`config.mk`:
```
export PLATFORM = sky130hd
export DESIGN_NAME = uart_tx_fifo
export DESIGN_NICKNAME = d
export VERILOG_FILES = /design/src/rtl/uart_pkg.sv /design/src/rtl/sync_fifo.sv /design/src/rtl/uart_tx_fifo.sv
export SDC_FILE = /design/constraint.sdc
export NUM_CORES = 1
export LEC_CHECK = 0
export CORE_UTILIZATION = 36
export CTS_CLUSTER_DIAMETER = 50
export DETAILED_ROUTE_END_ITERATION = 12
export SLEW_MARGIN = 20
export SYNTH_ARGS = -nofsm -noshare
export SYNTH_HDL_FRONTEND = slang
export SYNTH_SLANG_ARGS = --single-unit
```
`constraint.sdc`:
```
create_clock -name clk -period 3.62 [get_ports clk]
set_clock_uncertainty 0.1 [all_clocks]
set_input_delay 0.724 -clock clk [delete_from_list [all_inputs] [get_ports clk]]
set_output_delay 0.724 -clock clk [all_outputs]
set_load 0.02 [all_outputs]
```
`src/rtl/uart_pkg.sv`:
```
// Shared types and constants for the 8N1 UART transmitter.
package uart_pkg;

    // Serial-side frame phases.
    typedef enum logic [1:0] {
        IDLE,
        START,
        DATA,
        STOP
    } state_t;

    localparam int DATA_BITS = 8;

    // Clock cycles spent on each serial bit (integer division, truncated).
    function automatic int clks_per_bit(input int clk_hz, input int baud);
        return clk_hz / baud;
    endfunction

endpackage

```
`src/rtl/sync_fifo.sv`:
```
// Single-clock FIFO with push/pop strobes and an occupancy count.
// A push while full is dropped even if a pop happens on the same edge.
module sync_fifo #(
    parameter int WIDTH = 8,
    parameter int DEPTH = 8
) (
    input  logic                   clk,
    input  logic                   rst,
    input  logic                   push,
    input  logic [WIDTH-1:0]       wr_data,
    input  logic                   pop,
    output logic [WIDTH-1:0]       rd_data,
    output logic [$clog2(DEPTH):0] level,
    output logic                   full,
    output logic                   empty
);

    localparam int AW = $clog2(DEPTH);
    localparam int LW = AW + 1;

    if (DEPTH < 2 || (DEPTH & (DEPTH - 1)) != 0) begin : g_bad_depth
        $error("sync_fifo: DEPTH must be a power of two and at least 2");
    end

    logic [WIDTH-1:0] mem [DEPTH];
    logic [AW-1:0]    wr_ptr;
    logic [AW-1:0]    rd_ptr;
    logic [LW-1:0]    count;
    logic             push_ok;
    logic             pop_ok;

    assign full    = (count == LW'(DEPTH));
    assign empty   = (count == '0);
    assign level   = count;
    assign rd_data = mem[rd_ptr];
    assign push_ok = push && !full;
    assign pop_ok  = pop && !empty;

    // Write the accepted byte into the slot at the write pointer.
    // NOTE: the storage array is deliberately not reset; the pointers and count
    // alone decide which entries are valid, so the array can map onto plain RAM.
    always_ff @(posedge clk) begin
        if (push_ok) begin
            mem[wr_ptr] <= wr_data;
        end
    end

    // Advance pointers (wrapping modulo DEPTH) and track occupancy.
    always_ff @(posedge clk) begin
        if (rst) begin
            wr_ptr <= '0;
            rd_ptr <= '0;
            count  <= '0;
        end else begin
            if (push_ok) begin
                wr_ptr <= wr_ptr + 1'b1;
            end
            if (pop_ok) begin
                rd_ptr <= rd_ptr + 1'b1;
            end
            case ({push_ok, pop_ok})
                2'b10:   count <= count + 1'b1;
                2'b01:   count <= count - 1'b1;
                default: count <= count;
            endcase
        end
    end

endmodule

```
`src/rtl/uart_tx_fifo.sv`:
```
// 8N1 serial transmitter fed by a small byte FIFO. Frames are sent
// back-to-back while the FIFO holds data; txd idles high.
module uart_tx_fifo
    import uart_pkg::*;
#(
    parameter int CLK_FREQ_HZ = 25000000,
    parameter int BAUD_RATE   = 115200,
    parameter int FIFO_DEPTH  = 8
) (
    input  logic                        clk,
    input  logic                        rst,
    input  logic [DATA_BITS-1:0]        tx_data,
    input  logic                        tx_valid,
    output logic                        tx_ready,
    output logic [$clog2(FIFO_DEPTH):0] fifo_level,
    output logic                        busy,
    output logic                        txd
);

    localparam int CLKS_PER_BIT = clks_per_bit(CLK_FREQ_HZ, BAUD_RATE);
    localparam int BW           = $clog2(CLKS_PER_BIT);
    localparam int BITW         = $clog2(DATA_BITS);
    localparam logic [BW-1:0]   BAUD_LAST = BW'(CLKS_PER_BIT - 1);
    localparam logic [BITW-1:0] BIT_LAST  = BITW'(DATA_BITS - 1);

    if (CLKS_PER_BIT < 2) begin : g_bad_rate
        $error("uart_tx_fifo: CLK_FREQ_HZ / BAUD_RATE must be at least 2");
    end

    state_t                 state;
    logic [BW-1:0]          baud_cnt;
    logic [BITW-1:0]        bit_cnt;
    logic [DATA_BITS-1:0]   shift;
    logic [DATA_BITS-1:0]   head;
    logic                   fifo_full;
    logic                   fifo_empty;
    logic                   bit_done;
    logic                   pop;

    assign bit_done = (baud_cnt == BAUD_LAST);
    // Take the next byte when idle, or at the very end of a stop bit so the
    // following start bit begins with no idle gap.
    assign pop      = !fifo_empty && ((state == IDLE) || (state == STOP && bit_done));
    assign tx_ready = !fifo_full;
    assign busy     = (state != IDLE) || !fifo_empty;

    sync_fifo #(
        .WIDTH (DATA_BITS),
        .DEPTH (FIFO_DEPTH)
    ) u_fifo (
        .clk     (clk),
        .rst     (rst),
        .push    (tx_valid),
        .wr_data (tx_data),
        .pop     (pop),
        .rd_data (head),
        .level   (fifo_level),
        .full    (fifo_full),
        .empty   (fifo_empty)
    );

    // Frame sequencer: start bit, eight data bits LSB first, stop bit.
    // NOTE: txd is driven from a register rather than decoded from the state so
    // the pin never glitches between bit boundaries.
    always_ff @(posedge clk) begin
        if (rst) begin
            state    <= IDLE;
            baud_cnt <= '0;
            bit_cnt  <= '0;
            shift    <= '0;
            txd      <= 1'b1;
        end else begin
            case (state)
                IDLE: begin
                    baud_cnt <= '0;
                    if (pop) begin
                        shift <= head;
                        txd   <= 1'b0;
                        state <= START;
                    end else begin
                        txd <= 1'b1;
                    end
                end
                START: begin
                    if (bit_done) begin
                        baud_cnt <= '0;
                        bit_cnt  <= '0;
                        txd      <= shift[0];
                        shift    <= shift >> 1;
                        state    <= DATA;
                    end else begin
                        baud_cnt <= baud_cnt + 1'b1;
                    end
                end
                DATA: begin
                    if (bit_done) begin
                        baud_cnt <= '0;
                        if (bit_cnt == BIT_LAST) begin
                            txd   <= 1'b1;
                            state <= STOP;
                        end else begin
                            txd     <= shift[0];
                            shift   <= shift >> 1;
                            bit_cnt <= bit_cnt + 1'b1;
                        end
                    end else begin
                        baud_cnt <= baud_cnt + 1'b1;
                    end
                end
                STOP: begin
                    if (bit_done) begin
                        baud_cnt <= '0;
                        if (pop) begin
                            shift <= head;
                            txd   <= 1'b0;
                            state <= START;
                        end else begin
                            state <= IDLE;
                        end
                    end else begin
                        baud_cnt <= baud_cnt + 1'b1;
                    end
                end
                default: begin
                    state <= IDLE;
                    txd   <= 1'b1;
                end
            endcase
        end
    end

endmodule

```
==> metrics.md <==
| Metric | Value |
|---|---|
| Most frequent cells in the layout | edfxtp_1, dfxtp_1, nor2_1 |
| All-Layer GR Usage | 14.3% |
| CP max FO | 8 |
| Crit. End Element | flip-flop |
| Detailed Routing Iterations Pass 1 | 4 |
| Fin Hold WS | 377 ps |
| Post-synthesis sequential area ratio | 60.6% |
| Core ar. | 11600 um2 |
| PD cells | 776 nW/um2 |
| Area fraction of the dominant cell type after synthesis | 44.4% |
| Worst-Skew Late Latency | 350 ps |
| CTS root buffer | clkbuf_16 |
| Setup_tns | 0 ps |
| Max rail drop VDD | 0.000435 V |
| CP peak stage delay | 410 ps |
| Worst rel slew slack | 41.4% |
| Clock transition at path regs | 70 ps |
| Min-delay worst type | reg2reg |
| Cts hold-fix bufs | 0 |
| DR iter-0 viols | 135 |
| RSZ-0062 raised after global routing | no |
| CP arrival | between 2000 and 3000 ps |
| Initial antenna violation count | 0 |
| Outcome | complete, no violations |
| GR Overflow Total | 0 |
| # rows | 39 |
| Avg Cell Area, Syn | 13.2 um2 |
| # H-tree levels | 3 |
| Commonest non-fill, non-tap cell in the layout | edfxtp_1 |
| Synth Register Bits | 99 |
| Synth Cell Area | 4330 um2 |
| Minimum clock period | 2810 ps |
| Vias in the first global route | 2535 |
| Post-synth EDFFs | 64 |
| Area contributors post-synth | edfxtp_1, dfxtp_1, mux2i_1 |
| Main flop type after synthesis | edfxtp_1 |
| Inst Count DP | 483 |
| TritonCTS clock tree | yes |
| Fin crit share | 77.6% |
| Pin count of the biggest net entering global routing | 38 |
| CP required | 3800 ps |
| Slew @ Worst Pin | 875 ps |
| Routability-driven placement congestion ratio | 0.759 |
| CTS buffer count | 9 |
| Critical path class | reg2reg |
| Share of synthesized registers carrying an async set or reset | 0% |
| Fin. max-slew vios | 0 |
| Netlist cell types | 50 |
| Number of port buffers | 17 |
| Die footprint | 12500 um2 |
| Die X | 112 um |
| Final Hold Fails | 0 |
| Slowest-stage cell, CP | dfxtp_1 |
| Number of gates resized after CTS | 0 |
| Fill count | 1060 |
| Antenna Nets Post-Route | 0 |
| Synth Warn # | 0 |
| Routed WL per cell | approximately 16 um |
| Synthesized net count | about 350 |
| Starting Density | 37.4% |
| Number of diodes | 0 |
| Cells after synthesis | 327 |
| DRC errors left | 0 |
| P_leak | 1.65 nW |
| Via count | 2549 |
| Startpoint Class | flip-flop |
| Sink Count | 99 |
| Global-route wire length before repair | 13100 um |
| DP HPWL | 5120 um |
| # nets final | approximately 380 |
| Largest area contributor in the netlist | edfxtp_1 |
| Setup bufs post-CTS | 0 |
| IO Pins | 18 |
| Chip height | 112 um |
| Layout Cells excl Fill | ~500 |
| Critical Path, Cell by Cell | inv_1 > ha_1 > and3b_1 > a31oi_1 > nor2_2 > ha_1 > xor2_1 > ha_1 > a21oi_1 > xor2_1 > or3_1 > a21oi_1 |
| Endpoints failing setup | 0 |
| Max Cap Violations | 0 |
| Most used cell, CP | ha_1 |
| Vias per cell | 5.12 |
| Share of cells above drive strength 1 | 12.1% |
| Layout area overhead | 14.4% |
| Total wire length | 7940 um |
| Clk buf depth | 2 |
| Max Fclk | roughly 360 MHz |
[final cells by class]
cell class | count | area (um2) | area share (%)
Sequential cell | 99 | 2620 | 53.0
Clock buffer | 10 | 229 | 4.63
Multi-Input combinational cell | 210 | 1600 | 32.3
Clock inverter | 5 | 62.6 | 1.26
Inverter | 5 | 18.8 | 0.379
Timing Repair Buffer | 26 | 238 | 4.80
Tap cell | 143 | 179 | 3.62
[per-stage QoR]
step	total power, mW	util (%)	area (um2)	worst slack (ps)
6_report	3.84	42.8	4950	810
5_1_grt	4.10	42.8	4950	581
4_1_cts	3.89	42.8	4950	795
3_5_place_dp	2.94	40.3	4660	662
3_3_place_gp	2.91	40.3	4660	734
2_1_floorplan	2.61	-	4330	1060
[logic make-up (layout without fill, tap and decap cells)]
family	Yosys count	after routing	share of synthesized area, %
flip-flops	99	99	60.6
AND/OR/NAND/NOR	94	94	11.6
AO/OA/AOI/OAI	60	60	11.3
multiplexers	28	28	7.12
buffers and inverters	18	46	2.40
adder cells (fa/ha/maj)	14	14	4.05
XOR/XNOR	14	14	2.83
[final timing paths]
kind	cells after the start	slack, ps	endpoint	start
max	12	810	u_fifo.level[2]$_SDFFE_PP0P_	baud_cnt[0]$_SDFF_PP0_
max reg2reg	12	810	u_fifo.level[2]$_SDFFE_PP0P_	baud_cnt[0]$_SDFF_PP0_
min	1	380	txd$_SDFFE_PP1P_	txd$_SDFFE_PP1P_
min reg2reg	1	380	txd$_SDFFE_PP1P_	txd$_SDFFE_PP1P_
[critical path, delay by kind of cell, from the launching register on]
family	cells	cell delay, ps
buffers and inverters	1	70
AND/OR/NAND/NOR	3	670
flip-flops	1	410
XOR/XNOR	2	250
adder cells (fa/ha/maj)	3	690
AO/OA/AOI/OAI	3	550
[synthesized netlist by cell type (all sizes together) (3+ instances only)]
| cell type | count |
|---|---|
| nor3 | 6 |
| edfxtp | 64 |
| nor2 | 34 |
| a21oi | 18 |
| nand2 | 6 |
| xnor2 | 3 |
| nand3 | 11 |
| xor2 | 11 |
| dfxtp | 35 |
| a22o | 7 |
| o21ai | 4 |
| ha | 14 |
| buf | 9 |
| nand3b | 3 |
| nor2b | 8 |
| inv | 5 |
| a211oi | 17 |
| mux2i | 24 |
| clkbuf | 4 |
| nand2b | 9 |
| a2111oi | 7 |
| nand4b | 3 |
[flip-flops by register name (all words and copies together), names as in the netlist, named ones only]
signal         flops
state              2
txd                1
baud_cnt           8
u_fifo.mem        64
u_fifo.level       4
u_fifo.wr_ptr      3
shift              8
u_fifo.rd_ptr      3
bit_cnt            3
[per-layer routing]
| layer | up-vias | share of wire, % | GRT usage [%] |
|---|---|---|---|
| met1 | 1226 | 44 | 16.1 |
| met4 | 0 | 2.0 | 6.76 |
| li1 | 1283 | - | - |
| met2 | 31 | 52 | 24.8 |
| met5 | - | 0 | 0 |
| met3 | 9 | 2.6 | 4.41 |
[report_power, final]
group          internal (mW)  switching [mW]  leakage (nW)
sequential              1.34           0.110         0.867
clock                  0.538           0.407         0.141
combinational          0.632           0.815         0.645
Power figures use the tool's default switching activity.
